[src/rtl/rsa_byte_framer.sv]
// rsa_byte_framer: byte-stream wrapper around the 128-bit RSA engine.
// Gathers NBYTES input bytes (MSB first) into one block, rejects blocks that
// are not below the modulus, launches the engine, and streams the result back
// out MSB first. Only one block is in flight at a time; input is refused while
// a block is being checked, computed or emitted.
module rsa_byte_framer #(
  parameter int          WIDTH   = 128,
  parameter int          NBYTES  = WIDTH / 8,
  parameter logic [23:0] TIMEOUT = 24'd16777215
) (
  input  logic             clk,
  input  logic             reset,
  input  logic [7:0]       in_data,
  input  logic             in_valid,
  output logic             in_ready,
  input  logic [WIDTH-1:0] n,
  output logic             enc_start,
  output logic [WIDTH-1:0] enc_message,
  input  logic             enc_done,
  input  logic [WIDTH-1:0] enc_c,
  output logic [7:0]       out_data,
  output logic             out_valid,
  input  logic             out_ready,
  output logic             range_err,
  output logic             timeout_err,
  output logic             busy
);

  // Byte counter is shared by COLLECT and EMIT; it only needs to reach NBYTES-1.
  localparam int              CNT_W     = (NBYTES > 1) ? $clog2(NBYTES) : 1;
  localparam logic [CNT_W-1:0] LAST_BYTE = CNT_W'(NBYTES - 1);
  localparam logic [23:0]      TMO_LAST  = TIMEOUT - 24'd1;

  typedef enum logic [2:0] {
    S_COLLECT,
    S_CHECK,
    S_START,
    S_WAIT,
    S_EMIT
  } state_t;

  state_t             state_q,    state_d;
  logic [CNT_W-1:0]   byte_cnt_q, byte_cnt_d;
  logic [23:0]        tmo_cnt_q,  tmo_cnt_d;
  logic               done_q;
  logic [WIDTH-1:0]   msg_q,      msg_d;
  logic [WIDTH-1:0]   res_q,      res_d;
  logic [WIDTH-1:0]   enc_msg_q,  enc_msg_d;
  logic               done_rise;

  // A done level that was already high before this cycle is not a completion.
  assign done_rise   = enc_done & ~done_q;

  assign enc_message = enc_msg_q;
  assign out_data    = res_q[WIDTH-1 -: 8];

  // Control state: FSM, byte/timeout counters and the done edge detector.
  always_ff @(posedge clk or negedge reset) begin
    if (!reset) begin
      state_q    <= S_COLLECT;
      byte_cnt_q <= '0;
      tmo_cnt_q  <= '0;
      done_q     <= 1'b0;
    end else begin
      state_q    <= state_d;
      byte_cnt_q <= byte_cnt_d;
      tmo_cnt_q  <= tmo_cnt_d;
      done_q     <= enc_done;
    end
  end

  // Block-wide registers: input assembly, engine operand and result shifter.
  always_ff @(posedge clk or negedge reset) begin
    if (!reset) begin
      msg_q     <= '0;
      res_q     <= '0;
      enc_msg_q <= '0;
    end else begin
      msg_q     <= msg_d;
      res_q     <= res_d;
      enc_msg_q <= enc_msg_d;
    end
  end

  // Next-state and output decode for the framer FSM.
  always_comb begin
    state_d     = state_q;
    byte_cnt_d  = byte_cnt_q;
    tmo_cnt_d   = tmo_cnt_q;
    msg_d       = msg_q;
    res_d       = res_q;
    enc_msg_d   = enc_msg_q;
    in_ready    = 1'b0;
    enc_start   = 1'b0;
    out_valid   = 1'b0;
    range_err   = 1'b0;
    timeout_err = 1'b0;
    busy        = 1'b1;

    unique case (state_q)
      S_COLLECT: begin
        in_ready = 1'b1;
        busy     = 1'b0;
        if (in_valid) begin
          // Shift form keeps this legal for a single-byte block as well.
          msg_d = (msg_q << 8) | WIDTH'(in_data);
          if (byte_cnt_q == LAST_BYTE) begin
            byte_cnt_d = '0;
            state_d    = S_CHECK;
          end else begin
            byte_cnt_d = byte_cnt_q + CNT_W'(1);
          end
        end
      end

      S_CHECK: begin
        // Unsigned compare; n == 0 can never be satisfied and so is rejected.
        if (msg_q < n) begin
          enc_msg_d = msg_q;
          state_d   = S_START;
        end else begin
          range_err = 1'b1;
          state_d   = S_COLLECT;
        end
      end

      S_START: begin
        enc_start = 1'b1;
        tmo_cnt_d = '0;
        state_d   = S_WAIT;
      end

      S_WAIT: begin
        // A completion seen on the last allowed cycle still wins over timeout.
        if (done_rise) begin
          res_d   = enc_c;
          state_d = S_EMIT;
        end else if (tmo_cnt_q == TMO_LAST) begin
          timeout_err = 1'b1;
          state_d     = S_COLLECT;
        end else begin
          tmo_cnt_d = tmo_cnt_q + 24'd1;
        end
      end

      S_EMIT: begin
        out_valid = 1'b1;
        if (out_ready) begin
          res_d = res_q << 8;
          if (byte_cnt_q == LAST_BYTE) begin
            byte_cnt_d = '0;
            state_d    = S_COLLECT;
          end else begin
            byte_cnt_d = byte_cnt_q + CNT_W'(1);
          end
        end
      end

      default: begin
        state_d = S_COLLECT;
      end
    endcase
  end

endmodule

[config.mk]
export PLATFORM = sky130hd
export DESIGN_NAME = rsa_byte_framer
export DESIGN_NICKNAME = d
export VERILOG_FILES = /design/src/rtl/rsa_byte_framer.sv
export SDC_FILE = /design/constraint.sdc
export NUM_CORES = 1
export LEC_CHECK = 0
export ABC_AREA = 1
export ABC_CLOCK_PERIOD_IN_PS = 4400
export CAP_MARGIN = 20
export CELL_PAD_IN_SITES_DETAIL_PLACEMENT = 1
export CELL_PAD_IN_SITES_GLOBAL_PLACEMENT = 1
export CORE_ASPECT_RATIO = 1.5
export CORE_UTILIZATION = 39
export DETAILED_ROUTE_END_ITERATION = 6
export PLACE_DENSITY = 0.78
export SETUP_SLACK_MARGIN = 0.5
export SYNTH_ARGS = -nofsm -noshare
export SYNTH_HDL_FRONTEND = slang
export SYNTH_SLANG_ARGS = --single-unit
[constraint.sdc]
create_clock -name clk -period 4.4 [get_ports clk]
set_input_delay 1.32 -clock clk [delete_from_list [all_inputs] [get_ports clk]]
set_output_delay 1.32 -clock clk [all_outputs]
set_load 0.01 [all_outputs]
=== Word-level counts from Yosys, hierarchy flattened ===
Cells that the tools add are included.

* Register bits: 416
* Output and inout port bits: 142
* Word-level logic and storage cells: 64

* Add/subtract/negate cells: 2
* $lt $le $gt $ge: 1
* Equality and inequality tests: 14
* Mux-type cells: 27
* Bitwise gates (word level): 3
* Reductions and logical operators: 10

{| class="wikitable"
|+ Operators by type and width
! cell !! count
|-
| two-way mux 128 bit || 2
|-
| case mux 128 bit (2 select lines) || 1
|-
| < comparator 128 bit || 1
|-
| bitwise OR 128 x 8 -> 128 bit || 1
|-
| two-way mux 24 bit || 2
|-
| case mux 24 bit (2 select lines) || 1
|-
| adder 24 x 1 -> 24 bit, second input constant || 1
|-
| == test 24 bit, second input constant || 1
|-
| two-way mux 3 bit || 6
|-
| case mux 3 bit (5 select lines) || 1
|-
| != test 2 bit, second input constant || 7
|-
| two-way mux 4 bit || 3
|-
| two-way mux 1 bit || 9
|-
| AND reduction 3 bit || 3
|-
| case mux 4 bit (2 select lines) || 1
|-
| == test 3 x 2 -> 1 bit, second input constant || 2
|-
| nonzero test 2 bit || 3
|-
| AND reduction 5 bit || 1
|-
| adder 4 x 1 -> 4 bit, second input constant || 1
|-
| == test 4 bit, second input constant || 1
|-
| AND reduction 2 bit || 2
|-
| == test 3 x 1 -> 1 bit, second input constant || 1
|-
| == test 3 bit, second input constant || 1
|-
| zero test 3 bit || 1
|-
| 4 further kinds || 4
|}

=== Logic depth before layout (Yosys ltp) ===
Gate-level depths: netlist (run 1).

* Word-level depth: 4
* Gate-level depth with buffers: 20
* Depth with buffers taken out: 18

=== Worst setup path after synthesis (run 1) ===
Ideal clock, no wire load.

* Kind: input-to-output
* Start point: input n[127]
* End point: output range_err
* Arrival: 2.895 ns
* Data required time: 3.080 ns
* Setup slack: 0.185 ns
* Cell stages on the path: 11
* Buffers on the path: 1
* Cell sequence: inv_1 ha_1 nand2_1 nor2_1 nand2_1 nor3_2 and3_1 nor3b_2 nand2_1 buf_2 a21boi_0

* Cells in the longest elaborated chain, start to end: 3

{| class="wikitable"
|+ Ends and longest elaborated chain
! element !! line !! text
|-
| start, declared || 16 || <nowiki>input logic [WIDTH-1:0] n,</nowiki>
|-
| < comparator 128 bit || 118 || <nowiki>if (msg_q < n) begin</nowiki>
|-
| two-way mux 1 bit || 118 ||
|-
| two-way mux 1 bit || 100 || <nowiki>unique case (state_q)</nowiki>
|-
| end, declared || 24 || <nowiki>output logic range_err,</nowiki>
|}

No other way between the ends.

=== Worst setup path in the final report (run 1) ===
* Start point: input n[34]
* End point: output range_err

The elaborated chain is that of the path after synthesis.

==> results.md, run 1 <==
* Status: finished, violations left
* Violated checks: negative setup slack
* Core footprint at 52840 um^2
* Antenna violations before repair at 7
* FF+latch count, synth at 416
* DP Wirelength at 54400 um
* Largest net degree at the start of global routing at 129
* Root Buffer: clkbuf_16
* First-pass GRT wire length at 123800 um
* Post-route ant nets at 0
* Critical path class: primary input to output pin
* Worst EP arrival at 3120 ps
* Synth warnings at 0
* CTS Sinks at 416
* Die Area at 54640 um^2
* Num CTS Buffers at 45
* Clock latency on the worst-skew pair at 570 ps
* Syn avg cell area at 8.277 um^2
* Crit. End Element: output pin
* Ys async rst share at 100.0%
* Site Rows at 103
* Final non-filler cell total at 3631
* Setup violators final at 1
* Max Clock Skew at 16.06 ps
* Fin. max-slew vios at 0
* Pwr Total at 17.78 mW
* Via count at 19880
* GRT Util Overall at 29.28%
* Net Count, Synth at 2929
* Final core occ at 54.83%
* Io pins at 411
* Fraction of layout cells with a size suffix above 1 at 17.42%
* DR pass1 iterations at 5
* Fin area at 28970 um^2
* Hold crit path type: register to register
* Hold path startpoint: enc_message[87]
* Worst vdd ir at 0.3766 mV
* Least-Margin Pin Slew at 1003 ps
* TNS Setup at -40.65 ps
* FMAX at 0.2252 GHz
* Global placer's final weighted congestion at 0.9145
* Pleak at 13.54 nW
* MaxCap Viol Count at 0
* Distinct cells, synth at 40
* Crit start category: primary input
* Post-route DRC at 0
* Slew Limit Headroom at 33.16%
* Die Y-Extent at 285.8 um
* Power density over the cells at 613.7 nW/um^2
* Max Fanout on Critical Path at 2
* EDFF count, synth at 0
* Final #Nets at 3309
* Final WL at 80780 um
* Placed cells at 3524
* Die W at 191.2 um
* Area delta synth->final at 38.36%
* Htree depth at 2
* Sequential area share after synthesis at 49.71%
* Fin. Hold Viols at 0
* Critical path launch point: n[34]
* R2R Path Start: msg_q[94]
* RSZ-0062 raised after global routing: true
* PnR worst setup slack at -40.65 ps
* Area post-placement at 25750 um^2
* Crit share post-route at 100.9%
* Data required, critical path at 3080 ps
* Initial core utilization at 39.63%
* Avg Vias per Cell at 5.474
* Port bufs at 410
* CTS tree: done
* Primary FF master, synth: dfrtp_1
* Iteration-0 DRC count of the detailed router at 1225
* WL/cell at 22.25 um
* Synth Instances at 2530
* Total grt overflow at 0
* Worst-path clk slew at 60 ps
* Cell Area, Synth at 20940 um^2
* Vias in the first global route at 22050
* Fin crit period at 4441 ps
* Clock buffer depth at 3
## cells in the final DEF, fill, tap and decap left out, drive strengths merged, types with 82 or more instances in the layout
master and instances:
dfrtp 416, inv 255, nor2 164, clkdlybuf4s50 280, clkbuf 82, o21ai 175
nand4 158, ha 130, a31oi 106, buf 95, nand2 791
## repair_timing
item	4_1_cts	5_1_grt
hold buffers	0	0
pin swaps	181	63
gates cloned	0	1
setup buffers	14	6
endpoints found under the setup margin	131	130
resized for setup	503	100
## cell families (layout without fill, tap and decap cells)
group	count (synthesis)	count (layout)	synth area share [%]
and+or+nand+nor	1193	1193	24.01
DFF	416	416	49.71
muxes	1	1	0.05377
AOI/OAI and AO/OA	374	374	9.877
other	0	4	0
xor gates and xnor gates	10	10	0.4182
adders and majority gates	130	130	7.768
buffers and inverters	406	821	8.156
## metrics by stage
step | hold WS, ps | worst slack (ps)
after floorplan | 446.3 | 328.8
after global placement | 455.4 | -1069
after detailed placement | 457.3 | -1185
after CTS | 472.6 | -6.354
after global routing | 494.6 | -91.39
final | 473.4 | -40.65
## cells in the mapped netlist (2+ instances only)
| library cell | instances | area, um^2 |
|---|---|---|
| o211ai_1 | 16 | 120.1 |
| or2_2 | 7 | 43.79 |
| nand3_1 | 47 | 235.2 |
| ha_1 | 130 | 1627 |
| o22ai_1 | 2 | 12.51 |
| buf_2 | 41 | 205.2 |
| nand4_1 | 158 | 988.5 |
| a21oi_1 | 67 | 335.3 |
| nand2_1 | 789 | 2962 |
| a21o_1 | 2 | 15.01 |
| nor2_1 | 163 | 611.8 |
| buf_1 | 11 | 41.29 |
| buf_4 | 26 | 195.2 |
| nor4_1 | 4 | 25.02 |
| clkbuf_1 | 68 | 255.2 |
| inv_1 | 253 | 949.7 |
| a31oi_1 | 106 | 663.1 |
| dfrtp_1 | 416 | 10410 |
| o21ai_0 | 162 | 810.8 |
| xor2_1 | 10 | 87.58 |
| nor3_1 | 16 | 80.08 |
| buf_6 | 4 | 45.04 |
| o21ai_1 | 13 | 65.06 |
| o21a_1 | 3 | 22.52 |
## path summary, 6_finish.rpt
kind                                   end  slack [ps]  cells after the start
hold reg to reg            enc_message[87]         470                      2
min in group asynchronous       res_q[116]         700                      1
max in group asynchronous    tmo_cnt_q[17]        2660                      2
setup / recovery                 range_err         -40                     10
hold / removal             enc_message[87]         470                      2
setup reg to reg           enc_message[59]         740                     13
## worst max-delay path, stage by stage
cell and delay [ps]:
dlygate4sd2_1 240, inv_2 60, ha_4 260, nand4_1 280, nor4b_4 430, nand2_4 100, nand2_4 90, nand2_4 60
a21boi_4 150, buf_6 130
## flip-flops by register name, indices dropped and copies added (netlist names)
register,flops
byte_cnt_q,4
res_q,128
msg_q,128
done_q,1
tmo_cnt_q,24
enc_message,128
state_q,3
## cell type report
class                      instances  area (um^2)
antenna                            4        10.01
fill                            6082        23870
multi-input combinational       1708        10600
inverter                         255        965.9
sequential                       416        10410
clock inverter                    19        176.4
clock buffer                      63         1326
tap                              682        853.3
timing repair buffer             484         4626
## report_power, final
part,switching (mW),total [mW],internal (mW)
clock network,1.65,3.92,2.28
registers,1.45,6.76,5.31
logic,4.09,7.10,3.01
## per-layer routing
layer  up-vias  wire [um]  global-route usage, %
met5         -         39                      0
met4         6       5700                  18.31
met3       265       4240                  4.797
met2       693      41390                  52.44
met1      9832      29420                  31.82
li1       9080          -                      -
Power figures use the tool's default switching activity.
==> run 2, diff against run 1 <==
CORE_UTILIZATION = 47   (was 39)
DONT_BUFFER_PORTS = 1   (was not set)
PLACE_DENSITY = 0.76   (was 0.78)
==> run 2 against run 1 <==
Against the previous run:
- the flow now finishes without violations
- cell count down 15%
- worst setup slack improved by 160 ps
- via count down 13%
- sequential share of layout area grew 9.3 points
- register-to-register slack gained 410 ps
- critical endpoint unchanged
- largest power group is now sequential cells
==> results.md, run 2 (synthesis results as in run 1) <==
* Fin crit period at 4280 ps (-160.9 ps)
* Sw Ratio at 40.68% (+0.29 points)
* Post-route ant nets at 0 (unchanged)
* Final #Nets at 2855 (-14%)
* Global placer's final weighted congestion at 0.8398 (-8.2%)
* Highest-count cells in the layout ignoring fill and taps: nand2_1, dfrtp_1, inv_1
* Fin area at 23030 um^2 (-21%)
* Num CTS Buffers at 43 (-4.4%)
* Largest net degree at the start of global routing at 417 (+220%)
* Final core occ at 52.50% (-2.3 points)
* Port bufs at 0 (-100%)
* CTS Sinks at 416 (unchanged)
* Least-Margin Pin Slew at 979.2 ps (-23.38 ps)
* Critical path class: primary input to output pin
* WL/cell at 21.62 um (-2.8%)
* Gate power share at 30.1% (-9.8 points)
* Max Clock Skew at 10.24 ps (-5.814 ps)
* Pleak at 11.51 nW (-15%)
* Worst EP arrival at 2960 ps (-160 ps)
* Most common cell after layout, fill and taps aside: nand2_1
* Crit. End Element: output pin
* Die Y-Extent at 260.5 um (-8.8%)
* Area post-placement at 21230 um^2 (-18%)
* Data required, critical path at 3080 ps (about the same)
* First-pass GRT wire length at 103300 um (-17%)
* MaxCap Viol Count at 0 (unchanged)
* Die W at 174.3 um (-8.8%)
* Final WL at 66460 um (-18%)
* Clock latency on the worst-skew pair at 550 ps (-20 ps)
* Clock share of power at 24.1% (+2.0 points)
* Slew Limit Headroom at 34.72% (+1.6 points)
* Crit start category: primary input
* Vias in the first global route at 18470 (-16%)
* Via count at 17380 (-13%)
* Area delta synth->final at 9.996%
* Die Area at 45420 um^2 (-17%)
* Pint at 8.963 mW (-15%)
* Net switching power at 6.147 mW (-14%)
* DP Wirelength at 45680 um (-16%)
* CTS tree: done
* FMAX at 0.2337 GHz (+3.8%)
* Power density over the cells at 656.0 nW/um^2 (+6.9%)
* Antenna violations before repair at 13 (+6)
* Site Rows at 94 (-8.7%)
* Status: finished, final reports clean
* Fraction of layout cells with a size suffix above 1 at 6.844% (-11 points)
* Worst vdd ir at 0.4115 mV (+9.3%)
* Fin. Hold Viols at 0 (unchanged)
* GRT Util Overall at 29.11% (-0.17 points)
* Clock buffer depth at 3 (unchanged)
* Io pins at 411 (unchanged)
* Root Buffer: clkbuf_16
* Worst-path clk slew at 60 ps (about the same)
* Max Fanout on Critical Path at 2 (unchanged)
* Fin. max-slew vios at 0 (unchanged)
* Initial core utilization at 47.73% (+8.1 points)
* Core footprint at 43870 um^2 (-17%)
* Sequential Power Share at 45.8% (+7.8 points)
* RSZ-0062 raised after global routing: true
* Iteration-0 DRC count of the detailed router at 958 (-22%)
* DR pass1 iterations at 5 (unchanged)
* Setup violators final at 0 (-1)
* Total grt overflow at 0 (unchanged)
* Avg Vias per Cell at 5.653 (+3.3%)
* Post-route DRC at 0 (unchanged)
* Htree depth at 2 (unchanged)
* Crit share post-route at 97.27% (-3.7 points)
* Hold crit path type: primary input to asynchronous set/reset pin
## run 2: what timing repair did
| action | CTS | global route |
|---|---|---|
| pin swaps | 26 | 19 |
| buffers inserted | 4 | 1 |
| gates resized for setup | 49 | 26 |
| hold buffers | 0 | 0 |
| endpoints found under the setup margin | 1 | 1 |
## run 2: power by group through the flow
stage | sequential [mW] | clock [mW] | combinational, mW
after CTS | 6.91 | 3.72 | 4.50
after floorplan | 6.31 | 0 | 3.46
after global routing | 7.10 | 3.84 | 5.21
after global placement | 6.90 | 0 | 4.08
after detailed placement | 6.95 | 0 | 4.39
final | 6.92 | 3.64 | 4.55
## run 2: cell type report
cell class / instances / area, um^2
Multi-Input combinational cell: 1708 / 9171
Antenna cell: 14 / 35.03
Fill cell: 5229 / 20840
Timing Repair Buffer: 32 / 315.3
Sequential cell: 416 / 10410
Clock buffer: 60 / 1252
Tap cell: 576 / 720.7
Clock inverter: 13 / 122.6
Inverter: 255 / 1006
## run 2: worst paths after layout
| kind | cells past startpoint | start | slack (ps) | to |
|---|---|---|---|---|
| min in group clk | 2 | res_q[0] | 500 | res_q[0] |
| max reg2reg | 17 | msg_q[28] | 1150 | enc_message[54] |
| min reg2reg | 2 | res_q[0] | 500 | res_q[0] |
| min | 0 | reset | 470 | enc_message[104] |
| max in group asynchronous | 0 | reset | 3110 | tmo_cnt_q[18] |
| max | 10 | n[113] | 120 | range_err |
## run 2: metrics by stage
stage	total power [mW]	hold WS [ps]	std cells	worst slack [ps]	TNS, ps
6_report	15.11	467.1	3074	120.2	0
5_1_grt	16.15	438.6	3072	55.60	0
4_1_cts	15.14	441.7	3058	128.9	0
3_5_place_dp	11.34	486.7	2981	-103.7	-103.7
3_3_place_gp	10.98	464.0	2981	-71.12	-71.12
2_1_floorplan	9.764	446.3	2530	328.8	0
## run 2: routing by layer
metal	up-vias	wire (um)	global-route usage, %
li1	8168	-	-
met1	8602	24590	32.22
met2	457	34490	52.01
met3	151	4066	6.804
met4	0	3314	14.69
met5	-	0	0
## run 2: worst max-delay path, cell delays in order
cell and delay (ps):
inv_1 30, ha_1 310, a21oi_1 190, o21ai_0 90, nand2_1 90, a21oi_1 90
nor2_1 240, nand2_1 200, a21oi_4 260, a21boi_4 130
